==> src/rtl/cache_fill_fsm.sv <==
// Cache block fill controller: on a miss, streams one aligned block
// from pipelined memory, pulsing data writes and a final tag write.
module cache_fill_fsm #(
  parameter int WORDS_LOG2 = 3,
  parameter int ADDR_W     = 16
) (
  input  logic                  clk,
  input  logic                  rst,
  input  logic                  miss_detected,
  input  logic [ADDR_W-1:0]     miss_address,
  input  logic                  memory_data_valid,
  output logic                  fsm_busy,
  output logic                  mem_read_req,
  output logic [ADDR_W-1:0]     memory_address,
  output logic [WORDS_LOG2-1:0] fill_word,
  output logic                  write_data_array,
  output logic                  write_tag_array
);

  localparam logic [0:0] S_IDLE = 1'b0;
  localparam logic [0:0] S_FILL = 1'b1;

  localparam logic [ADDR_W-1:0] BLK_MASK =
    ADDR_W'((1 << (WORDS_LOG2 + 1)) - 1);
  localparam logic [WORDS_LOG2:0]   ISS_ONE = 1;
  localparam logic [WORDS_LOG2-1:0] RCV_ONE = 1;

  logic [0:0]            state_q, state_d;
  logic [ADDR_W-1:0]     base_q, base_d;
  logic [WORDS_LOG2:0]   issue_q, issue_d;
  logic [WORDS_LOG2-1:0] recv_q, recv_d;

  logic              in_fill;
  logic              last_word;
  logic [ADDR_W-1:0] word_off;

  assign in_fill   = (state_q == S_FILL);
  assign last_word = (recv_q == {WORDS_LOG2{1'b1}});

  // issue_q's top bit marks "all words requested"
  assign word_off = {{(ADDR_W-WORDS_LOG2-1){1'b0}},
                     issue_q[WORDS_LOG2-1:0], 1'b0};

  assign fsm_busy         = in_fill | miss_detected;
  assign mem_read_req     = in_fill & ~issue_q[WORDS_LOG2];
  assign memory_address   = mem_read_req ? base_q + word_off
                                         : base_q;
  assign write_data_array = in_fill & memory_data_valid;
  assign write_tag_array  = write_data_array & last_word;
  assign fill_word        = recv_q;

  always_comb begin
    state_d = state_q;
    base_d  = base_q;
    issue_d = issue_q;
    recv_d  = recv_q;
    case (state_q)
      S_IDLE: begin
        if (miss_detected) begin
          state_d = S_FILL;
          base_d  = miss_address & ~BLK_MASK;
          issue_d = '0;
          recv_d  = '0;
        end
      end
      default: begin
        if (mem_read_req) begin
          issue_d = issue_q + ISS_ONE;
        end
        if (memory_data_valid) begin
          recv_d = recv_q + RCV_ONE;
          if (last_word) begin
            state_d = S_IDLE;
            issue_d = '0;
            recv_d  = '0;
          end
        end
      end
    endcase
  end

  always_ff @(posedge clk) begin
    if (rst) begin
      state_q <= S_IDLE;
      base_q  <= '0;
      issue_q <= '0;
      recv_q  <= '0;
    end else begin
      state_q <= state_d;
      base_q  <= base_d;
      issue_q <= issue_d;
      recv_q  <= recv_d;
    end
  end

endmodule

==> config.mk <==
export PLATFORM = sky130hd
export DESIGN_NAME = cache_fill_fsm
export DESIGN_NICKNAME = d
export VERILOG_FILES = /design/src/rtl/cache_fill_fsm.sv
export SDC_FILE = /design/constraint.sdc
export NUM_CORES = 1
export LEC_CHECK = 0
export CAP_MARGIN = 40
export CORE_MARGIN = 2
export CORE_UTILIZATION = 38
export DETAILED_ROUTE_END_ITERATION = 10
export PLACE_DENSITY_LB_ADDON = 0.12
export SYNTH_ARGS = -nofsm -noshare
export SYNTH_HDL_FRONTEND = slang
export SYNTH_SLANG_ARGS = --single-unit
==> constraint.sdc <==
create_clock -name clk -period 1.9 [get_ports clk]
set_input_delay 0.285 -clock clk [delete_from_list [all_inputs] [get_ports clk]]
set_output_delay 0.285 -clock clk [all_outputs]
set_load 0.05 [all_outputs]
==> metrics.cfg, run 1 <==
[critical_path]
crit_family=buffers and inverters
slowest_stage=clkdlybuf4s50_1
worst-setup-path-type=register to output pin
r2r_start=fill_word[0]$_SDFFE_PP0P_
critical_path.cell_chain=clkdlybuf4s50_1
crit_buf_inv=1
crit_required_ns=1.62
crit_path_end_kind=output pin
critPathMaxStageDelay_ns=0.82
crit_fanout=4
arrival_ns=1.51
cp-start-kind=register
cp-startpoint=fill_word[0]$_SDFFE_PP0P_

[sta]
worstMarginPinSlew_ns=0.505
final-setup-viol-count=0
fmax_mhz=558
relSlewSlack_pct=66.2
fin_worst_skew_ns=0.00555
hold_viol=0
finalMaxSlewViolations=0
grt_setup_unrepaired=no
setup-tns-final_ns=0
period_minus_slack_ns=1.79
layout_worst_path_cycle_share_pct=94.3

[synthesis]
synth.most_common_cell=nand2_1
netlist_area_um2=838
syn-num-nets=123
yosys-top-cells-count=26 x nand2_1, 20 x dfxtp_1, 16 x a21oi_1, 6 x nand3_1, 4 x ha_1
synth_seq_cells=20
ys.warnings.count=0
syn_inst=99
ys_async_sr_fraction_pct=0
synth_top_flop_cell=dfxtp_1
synthDistinctLibCells=25
synth_area_per_cell_um2=8.47
yosysSeqAreaShare_pct=47.8
synth_edf_count=0
synth_top_cell_by_area=dfxtp_1
netlist.area_leader.share_pct=47.8
ys_top_cells_by_area=dfxtp_1 48%, nand2_1 12%, a21oi_1 9.6%, ha_1 6.0%, nand3_1 3.6%

[power]
p_int_mw=0.743
ir_drop_mv=0.423
p_comb_share_pct=21.9
p_per_area_mw_per_mm2=749
clock_power_share_pct=33.8
p_leak_nw=0.537
p_switching_mw=0.271
p_seq_share_pct=44.4
switching_share_pct=26.7

[clocking]
clkSlewWorstSetupHoldPaths_ns=0.11
cts.sinks=20
hold_buffers=0
htree_num_levels=1
cts-root-buf=clkbuf_4
postCtsResizedCells=0
tritoncts=yes
post_cts.repair.setup_buffers=0
cts.path.max_buffers=2
clk_latency_ns=0.30
numCtsBuffers=3

[drt]
dr.pass1.iters=2
vias_per_cell=4.78
drt-initial-drc-count=2
wl_per_cell_um=10.5
dr_total_vias=793
drc=0
ant_nets=0
drt-total-wl_um=1740

[worst_hold_path]
hp-start=base_q[13]$_SDFFE_PP0P_
hold_class=register to register

[grt]
grt_use_met2_pct=27.3
grt_max_degree=21
grt_pass1_vias=750
grt_busiest_layer=met2
use_met3_pct=3.22
grt_overflow_total=0
grt_use_total_pct=15.4
grt_pass1_wl_um=3050
grt_antenna_before_repair=0
grtUsageMet1_pct=16.6

[floorplanning]
ios=43
fp.dieW_um=51.0
dieArea_mm2=0.00260
fp.dieH_um=51.0
num_rows=17
core_mm2=0.00215
initial_core_util_pct=39.0

[placement]
port_buffers=37
dp_hpwl_um=1270
placed_cells=162
gp_congestion=0.795
place_area_mm2=0.00130

[final_layout]
syn_to_final_growth_pct=61.3
drive_above_1_share_pct=13.8
fin_cells=166
num_antenna_cells=0
stdcell_area_mm2=0.00135
nNetsFinal=163

[run_status]
status=complete, no violations

[job]
maxCapViolations=0

-- placed cells by master, fill, tap and decap left out, types with 2 or more instances in the layout --
cell / netlist / final
a21oi_1: 16 / 16
a31oi_1: 2 / 2
and2_1: 2 / 2
and2b_2: 2 / 2
buf_12: 0 / 6
buf_4: 1 / 4
clkbuf_4: 0 / 3
clkdlybuf4s50_1: 0 / 30
dfxtp_1: 20 / 20
ha_1: 4 / 4
inv_1: 2 / 2
nand2_1: 26 / 26
nand3_1: 6 / 6
nor2_1: 2 / 2
-- metal layers --
| layer | wire [um] | up-vias |
|---|---|---|
| li1 | - | 412 |
| met5 | 0 | - |
| met4 | 31 | 0 |
| met3 | 110 | 4 |
| met1 | 772 | 355 |
| met2 | 824 | 22 |
-- worst paths after layout --
| path | endpoint | slack, ns | cells after the start |
|---|---|---|---|
| setup / recovery | fill_word[0] | 0.11 | 1 |
| hold / removal | base_q[13]$_SDFFE_PP0P_ | 0.46 | 2 |
| setup reg to reg | issue_q[2]$_SDFFE_PP0P_ | 0.35 | 5 |
| hold reg to reg | base_q[13]$_SDFFE_PP0P_ | 0.46 | 2 |
-- cells by family after synthesis --
family	count (synthesis)	share of synthesized area, %
buffers and inverters	7	3.73
flip-flops	20	47.8
AO/OA/AOI/OAI	23	17.8
other	1	0.447
adder cells (fa/ha/maj)	4	5.97
AND/OR/NAND/NOR	44	24.3
-- power by group through the flow --
| stage | clock network, mW | registers (mW) | logic [mW] |
|---|---|---|---|
| 2_1_floorplan | 0 | 0.513 | 0.0755 |
| 3_5_place_dp | 0 | 0.460 | 0.223 |
| 4_1_cts | 0.354 | 0.450 | 0.224 |
| 6_report | 0.342 | 0.450 | 0.221 |
| 3_3_place_gp | 0 | 0.459 | 0.222 |
| 5_1_grt | 0.371 | 0.453 | 0.238 |
-- state kept, by name (all words and copies together) (netlist names) --
signal / flops
base_q: 12
fill_word: 3
in_fill: 1
issue_q: 4
-- metrics by stage --
step,worst slack [ns],utilization (%),power [mW],hold WS (ns)
global route,0.0394,63.0,1.06,0.478
finish,0.107,63.0,1.01,0.461
detailed placement,0.277,60.5,0.683,0.446
CTS,0.0836,63.0,1.03,0.463
global placement,0.283,60.5,0.681,0.441
floorplan,0.174,-,0.589,0.421
-- cell type report --
class | instances | area (um2)
clock inverters | 1 | 30.0
repair buffers | 40 | 450
fillers | 188 | 796
well taps | 28 | 35.0
flip-flops and latches | 20 | 400
multi-input cells | 72 | 407
clock buffers | 3 | 22.5
inverters | 2 | 7.51
Note: power is estimated with default switching activity, not from simulation.
==> run 2: changes to the inputs <==
- ABC_CLOCK_PERIOD_IN_PS: not set -> 1900
- GPL_TIMING_DRIVEN: not set -> 0
==> run 2 against run 1 <==
  * Sequential share of layout area increased by 2.1 points
  * Total power decreased by 11%
  * Register-to-register slack about the same
  * Die area unchanged
  * Critical endpoint is now write_tag_array
  * Largest power group unchanged
==> metrics.cfg, run 2 (synthesis results as in run 1) <==
[job]
maxCapViolations=0  ; unchanged

[placement]
gp_congestion=0.826  ; +3.9%
dp_hpwl_um=1370  ; +7.8%
port_buffers=36  ; -2.7%

[power]
switching_share_pct=29.3  ; +2.6 points
p_int_mw=0.634  ; -15%
p_seq_share_pct=50.2  ; +5.8 points
p_leak_nw=0.499  ; -7.0%
p_comb_share_pct=23.2  ; +1.3 points
p_per_area_mw_per_mm2=707  ; -5.6%
clock_power_share_pct=26.5  ; -7.3 points
p_switching_mw=0.262  ; -3.0%
ir_drop_mv=0.398  ; -5.8%

[critical_path]
r2r-end=issue_q[2]$_SDFFE_PP0P_
crit_path_end_kind=output pin
critical_path.cell_chain=ha_1 -> ha_1 -> and3_2 -> clkbuf_4
cp-startpoint=fill_word[0]$_SDFFE_PP0P_
arrival_ns=1.51  ; about the same
critPathMaxStageDelay_ns=0.35  ; -0.47 ns
cp-start-kind=register
path_common_cell=ha_1
crit_fanout=4  ; unchanged
r2r_start=fill_word[0]$_SDFFE_PP0P_
worst-setup-path-type=register to output pin
r2r_cells=5  ; unchanged
crit_cells=4  ; +3
slowest_stage=dfxtp_1
timing.critical_path.to=write_tag_array
crit_buf_inv=1  ; unchanged
crit_required_ns=1.62  ; about the same
worst-r2r-setup-slack_ns=0.35  ; about the same
crit_family=adder cells

[floorplanning]
core_mm2=0.00215  ; unchanged
dieArea_mm2=0.00260  ; unchanged
num_rows=17  ; unchanged
initial_core_util_pct=39.0  ; unchanged
fp.dieH_um=51.0  ; unchanged
ios=43  ; unchanged
fp.dieW_um=51.0  ; unchanged

[clocking]
htree_num_levels=1  ; unchanged
cts-root-buf=clkbuf_4
cts.sinks=20  ; unchanged
cts.path.max_buffers=2  ; unchanged
tritoncts=yes
numCtsBuffers=3  ; unchanged
clkSlewWorstSetupHoldPaths_ns=0.10  ; about the same
clk_latency_ns=0.29  ; about the same
post_cts.repair.setup_buffers=0  ; unchanged

[sta]
period_minus_slack_ns=1.79  ; -0.00222 ns
finalMaxSlewViolations=0  ; unchanged
grt_setup_unrepaired=no
relSlewSlack_pct=66.3  ; +0.11 points
fmax_mhz=559  ; +0.12%
hold_viol=0  ; unchanged
fin_worst_skew_ns=0.00190  ; -0.00365 ns
layout_worst_path_cycle_share_pct=94.2  ; -0.12 points
final-setup-viol-count=0  ; unchanged
whs_ns=0.371  ; -0.0896 ns
worstMarginPinSlew_ns=0.505  ; -0.0000134 ns

[grt]
grt_antenna_before_repair=0  ; unchanged
grt_pass1_wl_um=2960  ; -2.9%
grt_pass1_vias=752  ; +0.27%
grt_max_degree=12  ; -43%
grt_use_total_pct=14.9  ; -0.51 points
grt_overflow_total=0  ; unchanged

[final_layout]
largest_reg_flops=12  ; unchanged
nFillCells=193  ; +2.7%
multi_input_area_um2=409  ; +0.62%
syn_to_final_growth_pct=51.2
nNetsFinal=164  ; +0.61%
seq_area_um2=402  ; +0.31%
final_util_pct=59.0  ; -4.0 points
regMostFlops=base_q
drive_above_1_share_pct=12.9  ; -0.82 points
num_antenna_cells=0  ; unchanged
final_cell_mix=29 x clkdlybuf4s50_1, 26 x nand2_1, 19 x dfxtp_1
layout_commonest_cell=clkdlybuf4s50_1

[drt]
ant_nets=0  ; unchanged
vias_per_cell=4.79  ; +0.28%
wl_per_cell_um=10.8  ; +3.1%
drt-total-wl_um=1800  ; +3.7%
drt-initial-drc-count=7  ; +5
dr_total_vias=800  ; +0.88%
met1_length_um=834  ; +8.0%
dr.pass1.iters=3  ; +1
wl_met2_um=842  ; +2.2%
route.top_layer_used=met4
drc=0  ; unchanged
met3WireLength_um=113  ; +2.7%

[run_status]
status=complete, no violations

[worst_hold_path]
hold_class=input port to register

run 2: cell count changes in the layout (fill, tap and decap cells not counted), moves of 2 or more:
cell	previous run	this run
buf_12	6	0
buf_4	4	1
clkbuf_1	0	3
clkdlybuf4s15_2	0	3
dlygate4sd2_1	0	2
run 2: layout make-up:
cell class / count / share of cell area (%)
Multi-Input combinational cell: 72 / 32.3
Sequential cell: 20 / 31.7
Timing Repair Buffer: 36 / 27.9
Clock buffer: 4 / 2.86
Tap cell: 28 / 2.76
Buffer: 5 / 1.88
Inverter: 2 / 0.592
run 2: power by group through the flow:
| stage | Sequential [mW] | Combinational (mW) | Clock, mW |
|---|---|---|---|
| 2_1_floorplan | 0.513 | 0.0755 | 0 |
| 3_3_place_gp | 0.459 | 0.211 | 0 |
| 3_5_place_dp | 0.460 | 0.213 | 0 |
| 4_1_cts | 0.450 | 0.210 | 0.251 |
| 5_1_grt | 0.454 | 0.223 | 0.265 |
| 6_report | 0.451 | 0.208 | 0.238 |
run 2: how the worst min path moves through the flow:
stage / start / cells past startpoint / endpoint / slack, ns
6_report: rst / 2 / issue_q[0]$_SDFFE_PP0P_ / 0.37
2_1_floorplan: miss_address[10] / 2 / base_q[10]$_SDFFE_PP0P_ / 0.42
3_5_place_dp: base_q[9]$_SDFFE_PP0P_ / 2 / base_q[9]$_SDFFE_PP0P_ / 0.45
3_3_place_gp: base_q[7]$_SDFFE_PP0P_ / 2 / base_q[7]$_SDFFE_PP0P_ / 0.44
5_1_grt: rst / 2 / issue_q[0]$_SDFFE_PP0P_ / 0.40
4_1_cts: rst / 2 / issue_q[0]$_SDFFE_PP0P_ / 0.36
run 2: routing by layer:
metal / vias up / global-route usage, %
met4: 0 / 6.76
met5: - / 0
met3: 2 / 3.22
met2: 20 / 27.3
li1: 416 / -
met1: 362 / 16.2
run 2: what timing repair did:
| item | CTS | global route |
|---|---|---|
| hold buffers | 0 | 0 |
| setup endpoints to repair | 7 | 5 |
| resized for setup | 18 | 4 |
run 2: metrics by stage:
step	std cells	instance area [um2]	total power [mW]	worst slack, ns	setup TNS, ns
CTS	167	1270	0.911	0.00410	0
floorplan	99	838	0.589	0.174	0
global placement	163	1230	0.670	-0.296	-0.796
detailed placement	163	1230	0.673	-0.304	-0.834
finish	167	1270	0.897	0.110	0
global route	167	1270	0.942	0.0152	0
